--- config.mk ---
export PLATFORM = sky130hd
export DESIGN_NAME = alpha_gain_sequencer
export DESIGN_NICKNAME = d
export VERILOG_FILES = /design/src/rtl/alpha_seq_pkg.sv /design/src/rtl/mix_ramp_gen.sv /design/src/rtl/alpha_gain_sequencer.sv
export SDC_FILE = /design/constraint.sdc
export NUM_CORES = 1
export LEC_CHECK = 0
export ABC_CLOCK_PERIOD_IN_PS = 5350
export CAP_MARGIN = 10
export CELL_PAD_IN_SITES_DETAIL_PLACEMENT = 0
export CELL_PAD_IN_SITES_GLOBAL_PLACEMENT = 1
export CORE_ASPECT_RATIO = 0.6
export CORE_MARGIN = 1
export CORE_UTILIZATION = 30
export DETAILED_ROUTE_END_ITERATION = 8
export HOLD_SLACK_MARGIN = 0.03
export MAX_ROUTING_LAYER = met4
export PLACE_DENSITY_LB_ADDON = 0.1
export SLEW_MARGIN = 20
export SYNTH_ARGS = -nofsm -noshare
export SYNTH_HDL_FRONTEND = slang
export SYNTH_SLANG_ARGS = --single-unit
--- constraint.sdc ---
create_clock -name CLK_3M -period 5.35 [get_ports CLK_3M]
set_clock_uncertainty 0.1 [all_clocks]
set_input_delay 1.07 -clock CLK_3M [delete_from_list [all_inputs] [get_ports CLK_3M]]
set_output_delay 1.07 -clock CLK_3M [all_outputs]
set_load 0.01 [all_outputs]
--- src/rtl/alpha_seq_pkg.sv ---
// Shared state encoding and default sizing for the HDR alpha gain sequencer.
package alpha_seq_pkg;

   localparam int WEIGHT_W_DEF = 6;
   localparam int SETTLE_W_DEF = 12;
   localparam int ACK_TO_DEF   = 64;

   typedef enum logic [2:0] {
      LOW,
      REQ_UP,
      SETTLE,
      RAMP_UP,
      HIGH,
      REQ_DOWN
   } state_t;

endpackage

--- src/rtl/mix_ramp_gen.sv ---
// Crossfade weight generator: a prescaler dividing by 2^ramp_shift feeding a
// saturating up-counter, with synchronous clear and a full-scale flag.
module mix_ramp_gen #(
   parameter int WEIGHT_W = 6
) (
   input  logic                CLK_3M,
   input  logic                reset,
   input  logic                clr_i,
   input  logic                step_i,
   input  logic [2:0]          ramp_shift_i,
   output logic [WEIGHT_W-1:0] weight_o,
   output logic                full_o
);

   localparam logic [WEIGHT_W-1:0] FULL = '1;

   logic [7:0]          presc_q, presc_d;
   logic [WEIGHT_W-1:0] weight_q, weight_d;
   logic [7:0]          prescTop;

   assign prescTop = 8'((16'd1 << ramp_shift_i) - 16'd1);

   // >= rather than == keeps the prescaler from running away if ramp_shift shrinks mid-ramp
   always_comb begin
      presc_d  = presc_q;
      weight_d = weight_q;
      if (clr_i) begin
         presc_d  = '0;
         weight_d = '0;
      end else if (step_i) begin
         if (presc_q >= prescTop) begin
            presc_d = '0;
            if (weight_q != FULL) begin
               weight_d = weight_q + WEIGHT_W'(1);
            end
         end else begin
            presc_d = presc_q + 8'd1;
         end
      end
   end

   always_ff @(posedge CLK_3M or negedge reset) begin
      if (!reset) begin
         presc_q  <= '0;
         weight_q <= '0;
      end else begin
         presc_q  <= presc_d;
         weight_q <= weight_d;
      end
   end

   assign weight_o = weight_q;
   assign full_o   = (weight_q == FULL);

endmodule

--- src/rtl/alpha_gain_sequencer.sv ---
// HDR gain switchover sequencer: AFE req/ack handshake, settle wait, crossfade
// ramp up on alpha rise, immediate weight drop and gain-down on alpha fall.
module alpha_gain_sequencer
   import alpha_seq_pkg::*;
#(
   parameter int WEIGHT_W = WEIGHT_W_DEF,
   parameter int SETTLE_W = SETTLE_W_DEF,
   parameter int ACK_TO   = ACK_TO_DEF
) (
   input  logic                CLK_3M,
   input  logic                reset,
   input  logic                enable_i,
   input  logic                alpha_in_i,
   input  logic [SETTLE_W-1:0] settle_cycles_i,
   input  logic [2:0]          ramp_shift_i,
   input  logic                afe_ack_i,
   output logic                afe_req_o,
   output logic                afe_gain_hi_o,
   output logic                gain_sel_o,
   output logic [WEIGHT_W-1:0] mix_weight_o,
   output logic                busy_o,
   output logic                fault_o
);

   localparam int               ACK_W    = $clog2(ACK_TO + 1);
   localparam logic [ACK_W-1:0] ACK_LAST = ACK_W'(ACK_TO - 1);

   state_t              state_q, state_d;
   logic                alpha_q, enable_q;
   logic                afeReq_q, afeReq_d;
   logic                gainHi_q, gainHi_d;
   logic                gainSel_q, gainSel_d;
   logic                fault_q, fault_d;
   logic                busy_q, busy_d;
   logic [SETTLE_W-1:0] settleCnt_q, settleCnt_d;
   logic [ACK_W-1:0]    ackCnt_q, ackCnt_d;
   logic                upOk;
   logic                rampClr, rampStep, rampFull;
   logic [WEIGHT_W-1:0] rampWeight;

   assign upOk = enable_q & alpha_q & ~fault_q;

   // Outputs are computed alongside the next state so they land in registers with it
   always_comb begin
      state_d     = state_q;
      afeReq_d    = afeReq_q;
      gainHi_d    = gainHi_q;
      gainSel_d   = gainSel_q;
      fault_d     = fault_q;
      settleCnt_d = settleCnt_q;
      ackCnt_d    = '0;
      rampClr     = 1'b1;
      rampStep    = 1'b0;
      case (state_q)
         LOW: begin
            afeReq_d  = 1'b0;
            gainSel_d = 1'b0;
            if (!enable_q) begin
               fault_d = 1'b0;
            end
            if (upOk) begin
               state_d  = REQ_UP;
               gainHi_d = 1'b1;
               afeReq_d = ~afe_ack_i;
            end
         end
         REQ_UP, REQ_DOWN: begin
            ackCnt_d = ackCnt_q + ACK_W'(1);
            if (afeReq_q && afe_ack_i) begin
               afeReq_d = 1'b0;
               ackCnt_d = '0;
               if (state_q == REQ_UP) begin
                  state_d     = SETTLE;
                  gainSel_d   = 1'b1;
                  settleCnt_d = settle_cycles_i;
               end else begin
                  state_d   = LOW;
                  gainSel_d = 1'b0;
               end
            end else if (ackCnt_q == ACK_LAST) begin
               state_d   = LOW;
               afeReq_d  = 1'b0;
               gainSel_d = 1'b0;
               fault_d   = 1'b1;
               ackCnt_d  = '0;
            end else if (!afeReq_q && !afe_ack_i) begin
               afeReq_d = 1'b1;
               ackCnt_d = '0;
            end
         end
         SETTLE, RAMP_UP, HIGH: begin
            if (state_q != SETTLE) begin
               rampClr  = ~upOk;
               rampStep = upOk && (state_q == RAMP_UP);
            end
            if (!upOk) begin
               state_d  = REQ_DOWN;
               gainHi_d = 1'b0;
               afeReq_d = ~afe_ack_i;
            end else if (state_q == SETTLE) begin
               if (settleCnt_q == '0) begin
                  state_d = RAMP_UP;
               end else begin
                  settleCnt_d = settleCnt_q - SETTLE_W'(1);
               end
            end else if (state_q == RAMP_UP && rampFull) begin
               state_d = HIGH;
            end
         end
         default: begin
            state_d = LOW;
         end
      endcase
      busy_d = !(state_d == LOW || state_d == HIGH);
   end

   always_ff @(posedge CLK_3M or negedge reset) begin
      if (!reset) begin
         state_q     <= LOW;
         alpha_q     <= 1'b0;
         enable_q    <= 1'b0;
         afeReq_q    <= 1'b0;
         gainHi_q    <= 1'b0;
         gainSel_q   <= 1'b0;
         fault_q     <= 1'b0;
         busy_q      <= 1'b0;
         settleCnt_q <= '0;
         ackCnt_q    <= '0;
      end else begin
         state_q     <= state_d;
         alpha_q     <= alpha_in_i;
         enable_q    <= enable_i;
         afeReq_q    <= afeReq_d;
         gainHi_q    <= gainHi_d;
         gainSel_q   <= gainSel_d;
         fault_q     <= fault_d;
         busy_q      <= busy_d;
         settleCnt_q <= settleCnt_d;
         ackCnt_q    <= ackCnt_d;
      end
   end

   mix_ramp_gen #(
      .WEIGHT_W(WEIGHT_W)
   ) u_ramp (
      .CLK_3M      (CLK_3M),
      .reset       (reset),
      .clr_i       (rampClr),
      .step_i      (rampStep),
      .ramp_shift_i(ramp_shift_i),
      .weight_o    (rampWeight),
      .full_o      (rampFull)
   );

   assign afe_req_o     = afeReq_q;
   assign afe_gain_hi_o = gainHi_q;
   assign gain_sel_o    = gainSel_q;
   assign mix_weight_o  = rampWeight;
   assign busy_o        = busy_q;
   assign fault_o       = fault_q;

endmodule
# Word level (Yosys, flattened, before mapping)
# Index checks and enable logic that the tools add are counted.
# word_totals
out_inout_bits	11
register_bits	43
# op_classes
n_shift	1
mux	47
addsub	5
n_reduce_logical	26
order_cmp	1
n_bitwise	5
eq_ne	22
# ops
op	count
12-bit two-way mux	5
7-bit two-way mux	4
6-bit two-way mux	4
8-bit two-way mux	3
12-bit case mux with 2 select lines	1
3-bit two-way mux	7
2-bit != test (second input constant)	10
1-bit two-way mux	17
12-bit zero test	1
2-bit nonzero test	6
12-bit by 1-bit subtractor with 12-bit output (second input constant)	1
3-bit equality test (second input constant)	3
3-bit case mux with 3 select lines	1
3-bit AND reduction	3
8-bit by 1-bit adder with 8-bit output (second input constant)	1
8-bit >= comparator	1
1-bit by 3-bit << shifter with 8-bit output (first input constant)	1
8-bit by 1-bit subtractor with 8-bit output (second input constant)	1
7-bit by 1-bit adder with 7-bit output (second input constant)	1
7-bit by 6-bit equality test with 1-bit output (second input constant)	1
6-bit by 1-bit adder with 6-bit output (second input constant)	1
3-bit by 2-bit equality test with 1-bit output (second input constant)	2
6-bit equality test (second input constant)	1
3-bit zero test	2
19 further kinds	29

# Logic depth before layout (Yosys ltp)
# logic_depth
word_depth	9
mapped_depth	15
ltp_nobuf	13

# By module
# Synthesis repeated with hierarchy kept, for this count alone.
# unflattened
hier_cells	315
area_unflattened_um2	2811.4
# by_module_without_submodules
module	area_per_inst_um2	cells_each	instances
alpha_gain_sequencer	1709.1	190	1
mix_ramp_gen	1102.3	125	1

# Least setup slack after synthesis
# No wires, ideal clock.
# synth_timing
kind	input -> register
start	input port ramp_shift_i[1]
end	register u_ramp.presc_q[7]
arrival_time_ns	3.395
setup_time_ns	0.083
required_time_ns	5.167
slack_ns	1.772
cell_stages	11
path_cell_list	or3_1 -> ha_1 -> clkbuf_1 -> xor2_1 -> ha_1 -> a211oi_1 -> o21ai_0 -> a21oi_1 -> nand2_1 -> or4_1 -> o21ai_0
# synth_between
elab_chain_len	6
# synth_lines
item	line_no	rtl
from (decl)	alpha_gain_sequencer.sv:15	input logic [2:0] ramp_shift_i,
1-bit by 3-bit << shifter with 8-bit output	mix_ramp_gen.sv:21	assign prescTop = 8'((16'd1 << ramp_shift_i) - 16'd1);
8-bit by 1-bit subtractor with 8-bit output	mix_ramp_gen.sv:21	
8-bit >= comparator	mix_ramp_gen.sv:31	if (presc_q >= prescTop) begin
8-bit two-way mux	mix_ramp_gen.sv:31	
8-bit two-way mux	mix_ramp_gen.sv:30	end else if (step_i) begin
8-bit two-way mux	mix_ramp_gen.sv:27	if (clr_i) begin
to (signal assigned)	mix_ramp_gen.sv:47	presc_q <= presc_d;
to (decl)	mix_ramp_gen.sv:17	logic [7:0] presc_q, presc_d;
# No other way between the ends. The select of a mux whose other input is x is not followed.
# A chain may end at the register's enable or synchronous reset.

# Worst setup path after layout
# Ends and elaborated chain as after synthesis.

==> impl_metrics.prom <==
# TYPE chip_impl_metric gauge
chip_impl_metric{name="synth.cell_area",unit="sq mm"} 0.002638
chip_impl_metric{name="fp.dieW",unit="microns"} 123.1
chip_impl_metric{name="synth.yosys.warnings",unit=""} 0
chip_impl_metric{name="placedCellCount",unit=""} 439
chip_impl_metric{name="worst_slew_margin_rel",unit=""} 0.4844
chip_impl_metric{name="grt_first_pass_wirelength",unit="microns"} 10790
chip_impl_info{name="unrepaired_setup_endpoints_after_global_routing",value="false"} 1
chip_impl_metric{name="pre_cts_slack",unit="ns"} 0.8394
chip_impl_metric{name="totalNegativeSetupSlack",unit="ns"} 0
chip_impl_metric{name="chipHeight",unit="microns"} 74.63
chip_impl_metric{name="synth-async-reset-ratio",unit=""} 1.000
chip_impl_info{name="setup.worst_path.start",value="ramp_shift_i[1]"} 1
chip_impl_metric{name="yosys_register_bits",unit=""} 43
chip_impl_metric{name="max_clock_freq",unit="MHz"} 237.8
chip_impl_metric{name="p_leak",unit="nW"} 1.380
chip_impl_metric{name="clockPowerShare",unit=""} 0.265
chip_impl_metric{name="area_growth",unit="%"} 21.16
chip_impl_metric{name="grt_antenna_before_repair",unit=""} 0
chip_impl_metric{name="synth_top_area_share",unit=""} 0.4080
chip_impl_metric{name="synth_enable_flop_cells",unit=""} 0
chip_impl_metric{name="worst-path-max-fanout",unit=""} 12
chip_impl_metric{name="number_of_buffers_inserted_to_repair_setup_after_cts",unit=""} 0
chip_impl_info{name="tritoncts",value="done"} 1
chip_impl_info{name="timing.rr.start",value="state_q[1]$_DFF_PN0_"} 1
chip_impl_metric{name="drt-initial-drc-count",unit=""} 135
chip_impl_metric{name="grt_overflow_total",unit=""} 0
chip_impl_metric{name="insertedDiodeCount",unit=""} 0
chip_impl_metric{name="synth_compound_gate_area_share",unit=""} 0.2154
chip_impl_metric{name="ff2ff_setup_slack",unit="ns"} 2.54
chip_impl_metric{name="core-area",unit="sq mm"} 0.008523
chip_impl_info{name="synth_top_family_by_area",value="simple AND/OR/NAND/NOR gates"} 1
chip_impl_metric{name="synth.net_count",unit=""} 341
chip_impl_metric{name="internal_power",unit="W"} 0.0007734
chip_impl_info{name="run_status",value="finished, violations left"} 1
chip_impl_metric{name="r2r_cells",unit=""} 6
chip_impl_info{name="clock-root-buffer",value="sky130_fd_sc_hd__clkbuf_16"} 1
chip_impl_info{name="synth.area.top_cells",value="sky130_fd_sc_hd__dfrtp_1, sky130_fd_sc_hd__ha_1, sky130_fd_sc_hd__o21ai_0"} 1
chip_impl_metric{name="post_cts_resize_count",unit=""} 0
chip_impl_metric{name="power.combinational.fraction",unit=""} 0.332
chip_impl_info{name="criticalPathCategory",value="input port to flop"} 1
chip_impl_metric{name="worst_ep_arrival_time",unit="ns"} 4.32
chip_impl_info{name="critical_path.endpoint",value="u_ramp.presc_q[7]$_DFFE_PN0P_"} 1
chip_impl_metric{name="total_power",unit="W"} 0.001242
chip_impl_metric{name="maxSlewViolCount",unit=""} 0
chip_impl_metric{name="detail-route-antenna-nets",unit=""} 0
chip_impl_metric{name="syn_area_per_cell",unit="sq um"} 8.591
chip_impl_info{name="kind_of_capture_point_of_the_worst_setup_path",value="flop"} 1
chip_impl_metric{name="worstMarginPinSlew",unit="ns"} 0.7663
chip_impl_metric{name="netlist_instances",unit=""} 307
chip_impl_metric{name="timing.final.crit_period",unit="ns"} 4.206
chip_impl_metric{name="hold_buffers",unit=""} 0
chip_impl_metric{name="synthDistinctLibCells",unit=""} 49
chip_impl_metric{name="share_seq_of_total_power",unit=""} 0.403
chip_impl_metric{name="instances_no_fill",unit=""} 447
chip_impl_metric{name="drtPass1Iterations",unit=""} 7
chip_impl_metric{name="avgViaCountPerCell",unit=""} 5.092
chip_impl_metric{name="htreeDepth",unit=""} 2
chip_impl_metric{name="crit_required",unit="ns"} 5.46
chip_impl_metric{name="hpwl",unit="microns"} 4947
chip_impl_metric{name="portBuffers",unit=""} 30
chip_impl_metric{name="largest_net_degree_at_the_start_of_global_routing",unit=""} 44
chip_impl_metric{name="post_synth_fa_ha_maj_area_fraction",unit=""} 0.06641
chip_impl_metric{name="grt_usage",unit=""} 0.1633
chip_impl_metric{name="detailroute.via_count",unit=""} 2276
chip_impl_metric{name="dieArea",unit="sq mm"} 0.009183
chip_impl_info{name="ys_top_cells_by_count",value="sky130_fd_sc_hd__dfrtp_1, sky130_fd_sc_hd__nor2_1, sky130_fd_sc_hd__o21ai_0"} 1
chip_impl_metric{name="placementRows",unit=""} 26
chip_impl_metric{name="grt_pass1_vias",unit=""} 2006
chip_impl_info{name="timing.rr.end",value="u_ramp.presc_q[7]$_DFFE_PN0P_"} 1
chip_impl_info{name="holdCritPathClass",value="flop to flop"} 1
chip_impl_info{name="synth_top_flop_cell",value="sky130_fd_sc_hd__dfrtp_1"} 1
chip_impl_metric{name="yosys.area_share.simple",unit=""} 0.2453
chip_impl_metric{name="final-hold-violation-count",unit=""} 0
chip_impl_metric{name="drc",unit=""} 1
chip_impl_metric{name="finalWirelength",unit="microns"} 6787
chip_impl_metric{name="cts_inserted_buffers",unit=""} 5
chip_impl_info{name="post-synth-top-area-cell",value="sky130_fd_sc_hd__dfrtp_1"} 1
chip_impl_metric{name="filler_cell_count",unit=""} 888
chip_impl_metric{name="clock_insertion_delay_worst_skew",unit="ns"} 0.29
chip_impl_metric{name="cts_num_sinks",unit=""} 43
chip_impl_metric{name="timing.max_cap.violations",unit=""} 0
chip_impl_metric{name="initial_utilization",unit=""} 0.3095
chip_impl_metric{name="p_sw_frac",unit=""} 0.3773
chip_impl_info{name="critPathLaunchType",value="input port"} 1
chip_impl_metric{name="fin_nets",unit=""} 368
chip_impl_metric{name="post-route-period-util",unit=""} 0.7862
chip_impl_metric{name="peakVddDrop",unit="mV"} 0.1516
chip_impl_metric{name="setup_slack",unit="ns"} 1.144
chip_impl_metric{name="wire_per_inst",unit="microns"} 15.18
chip_impl_metric{name="drive_gt1_frac",unit=""} 0.04776
chip_impl_metric{name="setup-violations-final",unit=""} 0
chip_impl_metric{name="io_pins",unit=""} 31
chip_impl_metric{name="worst_path_clk_slew",unit="ns"} 0.06
chip_impl_metric{name="synth_mux_area_frac",unit=""} 0.003795
chip_impl_info{name="most_instantiated_library_cell_after_synthesis",value="sky130_fd_sc_hd__dfrtp_1"} 1
chip_impl_metric{name="switching_power",unit="W"} 0.0004687
chip_impl_info{name="violations",value="design-rule violations"} 1
chip_impl_metric{name="place.gp.congestion",unit=""} 0.7540
chip_impl_metric{name="cts-root-to-sink-buffers",unit=""} 2
chip_impl_metric{name="p_per_area",unit="mW/mm^2"} 388.7
chip_impl_metric{name="synthXorXnorAreaFrac",unit=""} 0.02324
chip_impl_metric{name="synth.yosys.seq_area_share",unit=""} 0.4080
==> registers in the layout, summed over array words and instances (netlist names), 3 cells and up <==
name	flops
u_ramp.presc_q	8
settleCnt_q	12
state_q	3
ackCnt_q	7
u_ramp.weight_o	6
==> routing by layer <==
metal  up-vias  global-route usage  wire, microns
met2        42              0.1841           2294
li1       1168                   -              -
met3         5             0.03636            263
met4         0             0.04016             57
met1      1061              0.2698           4171
met5         -                   -              0
==> final cells by class <==
cell class                 count  area, sq um  area share
multi-input combinational    240         1465      0.4585
sequential                    43         1076      0.3367
timing repair buffer          32        312.8     0.09789
clock buffer                   8        156.4     0.04894
tap                          112        140.1     0.04385
inverter                      12        45.04     0.01410
==> power groups by stage <==
stage	Clock [W]	Sequential [W]	Combinational (W)
detailed placement	0	0.000502	0.000413
global route	0.000353	0.000515	0.000468
floorplan	0	0.000458	0.000315
global placement	0	0.000506	0.000415
CTS	0.000338	0.000498	0.000415
finish	0.000329	0.000501	0.000412
==> cell usage in the layout (no fill, tap or decap), drive strengths merged, types with 2 or more instances in the layout <==
cell           Yosys  routed
a211oi             2       2
a21o               5       5
a21oi             27      27
a22oi              2       2
and2               4       4
and3               6       6
buf                3       3
clkbuf             9       8
clkdlybuf4s50      0      29
dfrtp             43      43
ha                14      14
inv               12      12
nand2             25      25
nand2b             3       3
nand3              7       7
nand4              2       2
nor2              36      36
nor2b              5       5
nor3              11      11
nor3b              5       5
nor4               3       3
nor4b              4       4
o211a              3       3
o211ai             3       3
o21a               2       2
o21ai             28      28
o22ai              5       5
o2bb2ai            4       4
o41ai              2       2
or2                2       2
or3                7       7
or4                4       4
xnor2              3       3
xor2               4       4
==> critical path, cell delays in order <==
cell,delay [ns]
sky130_fd_sc_hd__clkdlybuf4s50_1,0.49
sky130_fd_sc_hd__or3_1,0.45
sky130_fd_sc_hd__ha_1,0.29
sky130_fd_sc_hd__xor2_1,0.20
sky130_fd_sc_hd__ha_1,0.30
sky130_fd_sc_hd__a211oi_1,0.23
sky130_fd_sc_hd__o21ai_0,0.12
sky130_fd_sc_hd__a21oi_1,0.25
sky130_fd_sc_hd__nand2_1,0.29
sky130_fd_sc_hd__or4_1,0.56
sky130_fd_sc_hd__o21ai_0,0.08
==> through the flow <==
stage | cell area (sq um) | hold WS (ns) | utilization
floorplan | 2638 | 0.3251 | -
detailed placement | 3037 | 0.3437 | 0.3563
finish | 3196 | 0.3623 | 0.3749
CTS | 3193 | 0.3599 | 0.3746
global route | 3196 | 0.3948 | 0.3749
global placement | 3037 | 0.3642 | 0.3563
==> how the worst min path moves through the flow <==
stage / cells past startpoint / slack [ns] / startpoint / endpoint
2_1_floorplan: 1 / 0.33 / ackCnt_q[0]$_DFF_PN0_ / ackCnt_q[0]$_DFF_PN0_
3_3_place_gp: 1 / 0.36 / ackCnt_q[0]$_DFF_PN0_ / ackCnt_q[0]$_DFF_PN0_
5_1_grt: 1 / 0.39 / ackCnt_q[0]$_DFF_PN0_ / ackCnt_q[0]$_DFF_PN0_
6_report: 1 / 0.36 / ackCnt_q[0]$_DFF_PN0_ / ackCnt_q[0]$_DFF_PN0_
3_5_place_dp: 1 / 0.34 / ackCnt_q[0]$_DFF_PN0_ / ackCnt_q[0]$_DFF_PN0_
4_1_cts: 1 / 0.36 / ackCnt_q[0]$_DFF_PN0_ / ackCnt_q[0]$_DFF_PN0_
==> cell families after synthesis <==
| group | count (synthesis) |
|---|---|
| other | 1 |
| multiplexers | 1 |
| XOR/XNOR | 7 |
| adder cells (fa/ha/maj) | 14 |
| flip-flops | 43 |
| AO/OA/AOI/OAI | 91 |
| AND/OR/NAND/NOR | 126 |
| buffers and inverters | 24 |
No activity file was read; power rests on OpenSTA's default activity.
